==> src/rtl/ml_dot_mmio_slave.sv <==
// ml_dot_mmio_slave: CPU load/store window holding A/B operand buffers and a signed dot-product engine.
// Latency: loads are combinational; with START stored at edge t, DONE and done_pulse follow edge t+LEN.
// Backpressure: none; stores are always taken, pushes to a full buffer or during a run drop data and set ERR.
// Build option: define ML_DOT_SAT_EN to saturate the accumulator on signed overflow instead of wrapping.
module ml_dot_mmio_slave #(
   parameter logic [31:0] BASE_ADDR = 32'h0000_1000,
   parameter int          DEPTH     = 16
) (
   input  logic        clk,
   input  logic        rst,
   input  logic        mem_read,
   input  logic        mem_write,
   input  logic [31:0] addr,
   input  logic [31:0] write_data,
   output logic [31:0] read_data,
   output logic        done_pulse
);
   localparam int AW = $clog2(DEPTH);

   localparam logic [2:0] OFF_CTRL   = 3'd0;
   localparam logic [2:0] OFF_STATUS = 3'd1;
   localparam logic [2:0] OFF_LEN    = 3'd2;
   localparam logic [2:0] OFF_A      = 3'd3;
   localparam logic [2:0] OFF_B      = 3'd4;
   localparam logic [2:0] OFF_RESULT = 3'd5;

   typedef enum logic [1:0] {S_IDLE, S_RUN, S_DONE} state_t;

   typedef struct packed {
      logic [7:0] rsvd_hi;
      logic [7:0] b_cnt;
      logic [7:0] a_cnt;
      logic [3:0] rsvd_lo;
      logic       ovf;
      logic       err;
      logic       done;
      logic       busy;
   } status_t;

   state_t             state, state_nxt;
   logic [8:0]         a_cnt, b_cnt;
   logic [7:0]         len, idx;
   logic signed [31:0] acc;
   logic               err, ovf;
   logic [15:0]        a_mem [DEPTH];
   logic [15:0]        b_mem [DEPTH];

   logic               hit, wr_hit, busy;
   logic [2:0]         offset;
   logic               start, clear, len_wr, a_push, b_push;
   logic               a_push_ok, b_push_ok, start_bad, last_mac;
   logic [31:0]        a_ext, b_ext, prod;
   logic [32:0]        sum;
   logic               mac_ovf;
   logic [31:0]        acc_nxt;
   status_t            status;

   // Address bits below the word offset and the upper store bits carry no meaning here.
   logic unused_bits;
   assign unused_bits = ^{addr[1:0], write_data[31:16]};

   assign hit       = (addr[31:5] == BASE_ADDR[31:5]);
   assign offset    = addr[4:2];
   assign wr_hit    = mem_write && hit;
   assign busy      = (state == S_RUN);
   assign start     = wr_hit && (offset == OFF_CTRL) && write_data[0];
   assign clear     = wr_hit && (offset == OFF_CTRL) && write_data[1];
   assign len_wr    = wr_hit && (offset == OFF_LEN);
   assign a_push    = wr_hit && (offset == OFF_A);
   assign b_push    = wr_hit && (offset == OFF_B);
   assign a_push_ok = a_push && !busy && (a_cnt != 9'(DEPTH));
   assign b_push_ok = b_push && !busy && (b_cnt != 9'(DEPTH));
   assign start_bad = (len == 8'd0) || ({1'b0, len} > a_cnt) || ({1'b0, len} > b_cnt);
   assign last_mac  = busy && (idx == len - 8'd1);

   // One MAC step: sign-extended 16x16 product added to the accumulator with overflow detect.
   always_comb begin
      a_ext   = {{16{a_mem[idx[AW-1:0]][15]}}, a_mem[idx[AW-1:0]]};
      b_ext   = {{16{b_mem[idx[AW-1:0]][15]}}, b_mem[idx[AW-1:0]]};
      prod    = a_ext * b_ext;
      sum     = {acc[31], acc} + {prod[31], prod};
      mac_ovf = (sum[32] != sum[31]);
`ifdef ML_DOT_SAT_EN
      acc_nxt = mac_ovf ? (sum[32] ? 32'h8000_0000 : 32'h7FFF_FFFF) : sum[31:0];
`else
      acc_nxt = sum[31:0];
`endif
   end

   // Next-state logic; CLEAR overrides everything, START is only honoured outside a run.
   always_comb begin
      state_nxt = state;
      case (state)
         S_IDLE, S_DONE: if (start && !start_bad) state_nxt = S_RUN;
         S_RUN:          if (idx == len - 8'd1)   state_nxt = S_DONE;
         default:        state_nxt = S_IDLE;
      endcase
      if (clear) state_nxt = S_IDLE;
   end

   // State register.
   always_ff @(posedge clk) begin
      if (rst) state <= S_IDLE;
      else     state <= state_nxt;
   end

   // Counters, LEN, accumulator, sticky flags and the completion pulse.
   always_ff @(posedge clk) begin
      if (rst) begin
         a_cnt      <= '0;
         b_cnt      <= '0;
         len        <= '0;
         idx        <= '0;
         acc        <= '0;
         err        <= 1'b0;
         ovf        <= 1'b0;
         done_pulse <= 1'b0;
      end else begin
         done_pulse <= 1'b0;
         if (clear) begin
            a_cnt <= '0;
            b_cnt <= '0;
            idx   <= '0;
            acc   <= '0;
            err   <= 1'b0;
            ovf   <= 1'b0;
         end else begin
            if (a_push) begin
               if (a_push_ok) a_cnt <= a_cnt + 9'd1;
               else           err   <= 1'b1;
            end
            if (b_push) begin
               if (b_push_ok) b_cnt <= b_cnt + 9'd1;
               else           err   <= 1'b1;
            end
            if (len_wr && !busy) len <= write_data[7:0];
            if (start && !busy) begin
               if (start_bad) begin
                  err <= 1'b1;
               end else begin
                  acc <= '0;
                  idx <= '0;
               end
            end
            if (busy) begin
               acc        <= acc_nxt;
               idx        <= idx + 8'd1;
               done_pulse <= last_mac;
               if (mac_ovf) ovf <= 1'b1;
            end
         end
      end
   end

   // Operand storage; contents survive reset and CLEAR, only the counts are cleared.
   always_ff @(posedge clk) begin
      if (!rst && a_push_ok) a_mem[a_cnt[AW-1:0]] <= write_data[15:0];
      if (!rst && b_push_ok) b_mem[b_cnt[AW-1:0]] <= write_data[15:0];
   end

   // Combinational load mux; loads observe the state before the current edge.
   always_comb begin
      status         = '0;
      status.busy    = busy;
      status.done    = (state == S_DONE);
      status.err     = err;
      status.ovf     = ovf;
      status.a_cnt   = a_cnt[7:0];
      status.b_cnt   = b_cnt[7:0];
      read_data      = '0;
      if (mem_read && hit) begin
         case (offset)
            OFF_STATUS: read_data = status;
            OFF_LEN:    read_data = {24'd0, len};
            OFF_RESULT: read_data = acc;
            default:    read_data = '0;
         endcase
      end
   end
endmodule
==> config.mk <==
export PLATFORM = sky130hd
export DESIGN_NAME = ml_dot_mmio_slave
export DESIGN_NICKNAME = d
export VERILOG_FILES = /design/src/rtl/ml_dot_mmio_slave.sv
export SDC_FILE = /design/constraint.sdc
export NUM_CORES = 1
export LEC_CHECK = 0
export CAP_MARGIN = 0
export CORE_MARGIN = 3
export CORE_UTILIZATION = 63
export DETAILED_ROUTE_END_ITERATION = 10
export PLACE_DENSITY_LB_ADDON = 0.12
export SLEW_MARGIN = 40
export SYNTH_ARGS = -nofsm -noshare
export SYNTH_HDL_FRONTEND = slang
export SYNTH_SLANG_ARGS = --single-unit
==> constraint.sdc <==
create_clock -name clk -period 9.8 [get_ports clk]
set_input_delay 1.96 -clock clk [delete_from_list [all_inputs] [get_ports clk]]
set_output_delay 1.96 -clock clk [all_outputs]
set_load 0.02 [all_outputs]
==> results of run 1 <==
per-stage QoR:
step / cells / utilization (%)
floorplan: 2580 / -
global placement: 3364 / 67.57
detailed placement: 3366 / 67.57
CTS: 3468 / 70.71
global route: 3468 / 70.72
finish: 3468 / 70.72
report_power, final:
group / total (µW) / switching (µW) / internal, µW
clock network: 2020 / 909 / 1110
registers: 2710 / 0.000000109 / 2710
logic: 68.7 / 50.1 / 18.5
state kept, by name, summed over array words and instances (netlist names), 2 cells and up, named ones only:
| signal | flops |
|---|---|
| a_mem | 256 |
| b_mem | 256 |
| acc | 32 |
| a_cnt | 9 |
| b_cnt | 9 |
| idx | 8 |
| len | 8 |
| state | 2 |
final cells by class:
class                           count  area share (%)
Tap cell                          739           2.406
Sequential cell                   587           43.94
Clock buffer                       68           3.786
Timing Repair Buffer              159           3.626
Clock inverter                     34          0.6608
Inverter                          377           3.682
Multi-Input combinational cell   1504           41.90
worst reg2reg max path, cell delays in order, from the launching register on:
cell,delay [ns]
dfxtp_4,0.77
buf_4,0.38
mux4_2,0.36
mux4_2,0.64
inv_2,0.20
or2_1,0.24
fa_1,0.51
fa_1,0.60
inv_1,0.32
fa_1,0.51
fa_1,0.50
fa_1,0.49
inv_1,0.05
fa_1,0.48
inv_1,0.05
ha_1,0.36
a21oi_1,0.20
o21bai_1,0.10
a221oi_1,0.39
nand2_1,0.12
o21ai_2,0.19
xnor3_1,0.35
xnor2_1,0.42
o31ai_2,0.09
routing by layer:
layer / GRT usage [%] / up-vias
met3: 4.520 / 193
met4: 12.58 / 0
li1: - / 9178
met2: 49.16 / 862
met1: 40.80 / 11030
met5: 0 / -
cell families (layout without fill, tap and decap cells):
group,count (synthesis),count (layout),synth area share [%]
AND/OR/NAND/NOR,610,610,7.883
flip-flops,587,587,48.35
buffers and inverters,489,638,5.764
adder cells (fa/ha/maj),427,427,21.74
AO/OA/AOI/OAI,220,220,4.319
multiplexers,191,191,10.50
XOR/XNOR,56,56,1.445
placed cells by master, fill, tap and decap left out, types with 10 or more instances in the layout:
cell type / Yosys / routed
a21o_1: 17 / 17
a21oi_1: 58 / 58
a22oi_1: 19 / 19
a31oi_1: 10 / 10
and2_1: 11 / 11
buf_2: 40 / 11
buf_4: 10 / 73
clkbuf_1: 44 / 10
clkbuf_16: 0 / 55
clkdlybuf4s50_1: 0 / 71
clkinv_1: 1 / 18
dfxtp_1: 75 / 71
edfxtp_1: 512 / 512
fa_1: 299 / 299
ha_1: 128 / 128
inv_1: 365 / 365
inv_2: 11 / 11
mux2_2: 22 / 22
mux2i_1: 31 / 31
mux4_2: 138 / 138
nand2_1: 160 / 160
nand2b_1: 24 / 23
nand3_1: 49 / 49
nand4_1: 25 / 25
nor2_1: 252 / 251
nor2b_1: 11 / 10
nor3_1: 26 / 17
nor3_2: 2 / 11
o21a_1: 15 / 15
o21ai_0: 17 / 17
o21ai_1: 17 / 15
o21ai_2: 11 / 11
xnor2_1: 44 / 44
xor2_1: 11 / 11
synth_stat cells (all sizes together) (12+ instances only):
library cell	n
nand3	49
clkbuf	46
nand2b	24
a22oi	20
a21o	18
o21a	15
edfxtp	512
o21ai	45
mux2	22
or2	12
xnor2	44
inv	376
ha	128
fa	299
mux2i	31
nor2	252
buf	66
nand4	26
mux4	138
dfxtp	75
a21oi	58
nor3	29
nand2	160
and2	12
final timing paths:
kind               startpoint                to  slack, ns  cells past startpoint
min reg2reg  ovf$_SDFFE_PP0P_  ovf$_SDFFE_PP0P_       0.49                      2
max reg2reg          register  ovf$_SDFFE_PP0P_       1.36                     23
min          ovf$_SDFFE_PP0P_  ovf$_SDFFE_PP0P_       0.49                      2
max                  register  ovf$_SDFFE_PP0P_       1.36                     23
==> run metrics, run 1 <==
DR WL met3 6133 µm; CTS clk-pin slew, worst paths 0.06 ns; Yosys cell types 79; Most common cell on crit path fa_1; highest routed layer met4; CP cell instances buf_4 > mux4_2 > mux4_2 > inv_2 > or2_1 > fa_1 > fa_1 > inv_1 > fa_1 > fa_1 > fa_1 > inv_1 > fa_1 > inv_1 > ha_1 > a21oi_1 > o21bai_1 > a221oi_1 > nand2_1 > o21ai_2 > xnor3_1 > xnor2_1 > o31ai_2; die area 58,260 µm²; Detail Placement HPWL roughly 58,000 µm; top post-synthesis cells by area edfxtp_1 (44%), fa_1 (17%), mux4_2 (8.9%); n_diodes 0; warnings from Yosys 0; P_leak 0.01463 µW; worst-path fanout max 40; status finished clean; first-pass GRT wire length 130,000 µm; CTS tree done; cts repair resizes 0; fmax 118.5 MHz; Finish-stage setup viols 0; area grow syn2layout 10.12%; CTS sink count 587; IO buf count 82; wire length per cell after detailed routing 24.00 µm; critical path capture point type register; layout cell share with drive strength beyond 1 14.03%; clk buf depth 3; peak supply drop 0.1727 mV; GR Overflow Total 0; Rel. slew slack 48.47%; root buf cell clkbuf_16; CP max stage delay about 0.77 ns; initial antenna violation count 0; vias in the first global route 22,530; Yosys top cell by area edfxtp_1; delay-heaviest family, CP adder cells; Antenna Violating Nets Remaining 0; slowest stage cell, crit path dfxtp_4; Initial Utilization 64.23%; Synth Area per Inst 13.53 µm²; chip width roughly 240 µm; post-synth top area share between 40% and 50%; Seq cells post-synth 587; number of setup buffers added after CTS 0; FF+latch area 16,890 µm²; Post-synth EDFFs 512; Hold WC Path Type register to register; crit path launch type register; min Tclk post-route approximately 8.4 ns; Layout Nets 3,179; max-slew violations 0; synthesized area between 30,000 and 40,000 µm²; I/O pin count 101; GPL Wtd Cong 0.8828; WS Path Type register to register; asr flop ratio synth 0%; total negative setup slack 0 ns; overall routing resource usage 29.94%; drt first pass iters 5; total power per unit cell area 124.9 nW/µm²; Post-Synthesis Net Count 3,075; footprint of the multi-input gates 16,100 µm²; worst slack, placed 1.368 ns; final total power 4800 µW; # DRC 0; RSZ-0062 raised after global routing no; Fillers around 3,600; Critical Path RT 10.26 ns; DRT Wirelength 83,230 µm; Worst Path Buf+Inv 5; cts hold-fix bufs 0; post-synthesis sequential area ratio about half; Hold WS 0.4923 ns; core footprint around 54,000 µm²; Die Ht around 240 µm; fin area 38,440 µm²; routed via count roughly 21,000; Mapped Cells 2,580; vias per inst 6.131; max_cap viols 0; met1 wire length 32,620 µm; clk_lat worst skew 0.62 ns; main flop type after synthesis edfxtp_1; Met2 Routed Length 40,550 µm; CTS Buf Count 55; CP arrival 8.89 ns; initial DRC count 1,920; clock skew 0.03302 ns; Worst Max-Slew Pin Slew approximately 0.77 ns; final hold violation count 0; post-place instance area approximately 37,000 µm²; largest net degree at the start of global routing 58; post-route clock period utilization 86.08%; H-Tree Depth 2; Final WS setup 1.364 ns; # rows 85
Note: power is estimated with default switching activity, not from simulation.
==> run 2: changes to the inputs <==
--- a/config.mk
+++ b/config.mk
@@ -10,6 +10,7 @@
 export CORE_UTILIZATION = 63
 export DETAILED_ROUTE_END_ITERATION = 10
 export PLACE_DENSITY_LB_ADDON = 0.12
+export RECOVER_POWER = 50
 export SLEW_MARGIN = 40
 export SYNTH_ARGS = -nofsm -noshare
 export SYNTH_HDL_FRONTEND = slang
==> run 2 against run 1 <==
- the flow now finishes with violations (capacitance limit, slew limit)
- maximum frequency decreased by 0.68%
- setup slack worse by 0.058 ns
- flip-flop and latch count stayed put
- clock power hardly changed
- global-route usage unchanged
- total power barely moved
- critical path type unchanged
- largest cell class unchanged
==> run metrics, run 2 (synthesized netlist as in run 1, its figures left out) <==
overall routing resource usage 29.94%; final hold violation count 0; Clock power frac around 42%; initial antenna violation count 0; worst-path fanout max 40; clk buf depth 3; WS Path Type register to register; Initial Utilization 64.23%; post-route clock period utilization 86.67%; largest net degree at the start of global routing 58; CTS tree done; GPL Wtd Cong 0.8828; area grow syn2layout 9.908%; CTS clk-pin slew, worst paths 0.06 ns; core footprint 54,350 µm²; clock skew approximately 0.033 ns; H-Tree Depth 2; cts repair resizes 0; Final WS setup 1.306 ns; Detail Placement HPWL 58,150 µm; routed via count 21,210; Most common cell on crit path fa_1; # rows 85; most frequent cells in the layout edfxtp_1 (512), inv_1 (365), fa_1 (299); R2R cell count 23; CP arrival slightly below 9 ns; chip width 241.4 µm; die area between 50,000 and 60,000 µm²; Critical path destination ovf$_SDFFE_PP0P_; Int Pwr 3840 µW; post-place instance area 36,720 µm²; I/O pin count 101; NetSw ~960 µW; CTS sink count 587; Rel. slew slack -32.53%; slowest stage cell, crit path dfxtp_4; P_leak about 0.015 µW; reg2reg end ovf$_SDFFE_PP0P_; number of setup buffers added after CTS 0; crit path launch type register; DRT Wirelength 83,280 µm; cts hold-fix bufs 0; max-slew violations approximately 370; Critical Path RT 10.21 ns; R2R setup slack 1.31 ns; IO buf count 82; root buf cell clkbuf_16; initial DRC count 1,949; min Tclk post-route between 8 and 9 ns; GR Overflow Total 0; total power per unit cell area around 130 nW/µm²; peak supply drop 0.1726 mV; vias per inst 6.116; layout cell share with drive strength beyond 1 13.23%; # DRC 0; max_cap viols 11; Worst Max-Slew Pin Slew 1.988 ns; worst slack, placed roughly 1.4 ns; Finish-stage setup viols 0; CP cell instances buf_4 > mux4_2 > mux4_2 > inv_2 > or2_1 > fa_1 > fa_1 > inv_1 > fa_1 > fa_1 > fa_1 > inv_1 > fa_1 > inv_1 > ha_1 > a21oi_1 > o21bai_1 > a221oi_1 > nand2_1 > o21ai_2 > xnor3_1 > xnor2_1 > o31ai_2; fin area 38,360 µm²; CP max stage delay about 0.77 ns; FF+latch area 16,890 µm²; failing checks capacitance limit, slew limit; RSZ-0062 raised after global routing no; wire length per cell after detailed routing 24.01 µm; first-pass GRT wire length approximately 130,000 µm; vias in the first global route ~23,000; critical path capture point type register; Layout Nets 3,179; final total power 4800 µW; drt first pass iters 7; footprint of the multi-input gates 16,070 µm²; Hold WC Path Type register to register; total negative setup slack 0 ns; most common cell after layout, fill and taps aside edfxtp_1; switching share of power 19.99%; Flop pwr share a little under three fifths; Fillers about 3,600; n_diodes 0; CTS Buf Count 55; Comb pwr share 1.4%; status finished, violations left; Antenna Violating Nets Remaining 0; Die Ht roughly 240 µm; clk_lat worst skew 0.62 ns; fmax about 120 MHz
==> run 2: through the flow <==
stage / std cells / util [%] / hold slack, ns
finish: 3468 / 70.59 / 0.4893
global route: 3468 / 70.59 / 0.5082
CTS: 3468 / 70.71 / 0.4990
detailed placement: 3366 / 67.57 / 0.4874
global placement: 3364 / 67.57 / 0.4590
floorplan: 2580 / - / 0.4349
==> run 2: routing by layer <==
layer	vias to the layer above	global-route usage [%]	part of all wire [%]
met1	11010	40.80	39
li1	9177	-	-
met2	844	49.16	49
met4	0	12.58	4.8
met3	186	4.520	7.5
met5	-	0	0
==> run 2: worst max-delay path: cells and delay by family (launching register included) <==
kind / cells / cell delay [ns]
mux: 2 / 0.99
simple gates: 2 / 0.36
compound gates: 5 / 0.99
flops: 1 / 0.77
fa+ha+maj: 7 / 3.44
buf+inv: 5 / 0.98
xor+xnor: 2 / 0.76
==> run 2: power groups by stage <==
stage                     Clock (µW)  Sequential [µW]  Combinational (µW)
after global placement             0             2770                66.0
after global routing            2140             2710                69.8
after floorplan                    0             2770                10.7
after detailed placement           0             2770                67.6
after CTS                       2040             2710                68.0
final                           2020             2710                65.7
==> run 2: worst min path at each step <==
stage / from / endpoint / slack [ns] / cells past startpoint
global placement: idx[7]$_SDFFE_PP0P_ / idx[7]$_SDFFE_PP0P_ / 0.46 / 1
floorplan: ovf$_SDFFE_PP0P_ / ovf$_SDFFE_PP0P_ / 0.43 / 2
finish: ovf$_SDFFE_PP0P_ / ovf$_SDFFE_PP0P_ / 0.49 / 2
detailed placement: ovf$_SDFFE_PP0P_ / ovf$_SDFFE_PP0P_ / 0.49 / 2
CTS: acc[0]$_SDFFE_PP0P_ / acc[0]$_SDFFE_PP0P_ / 0.50 / 2
global route: ovf$_SDFFE_PP0P_ / ovf$_SDFFE_PP0P_ / 0.51 / 2
==> run 2: layout make-up <==
| class | instances | area share [%] |
|---|---|---|
| clock buffer | 68 | 3.793 |
| clock inverter | 34 | 0.6621 |
| inverter | 377 | 3.689 |
| multi-input combinational | 1504 | 41.90 |
| sequential | 587 | 44.02 |
| tap | 739 | 2.410 |
| timing repair buffer | 159 | 3.522 |
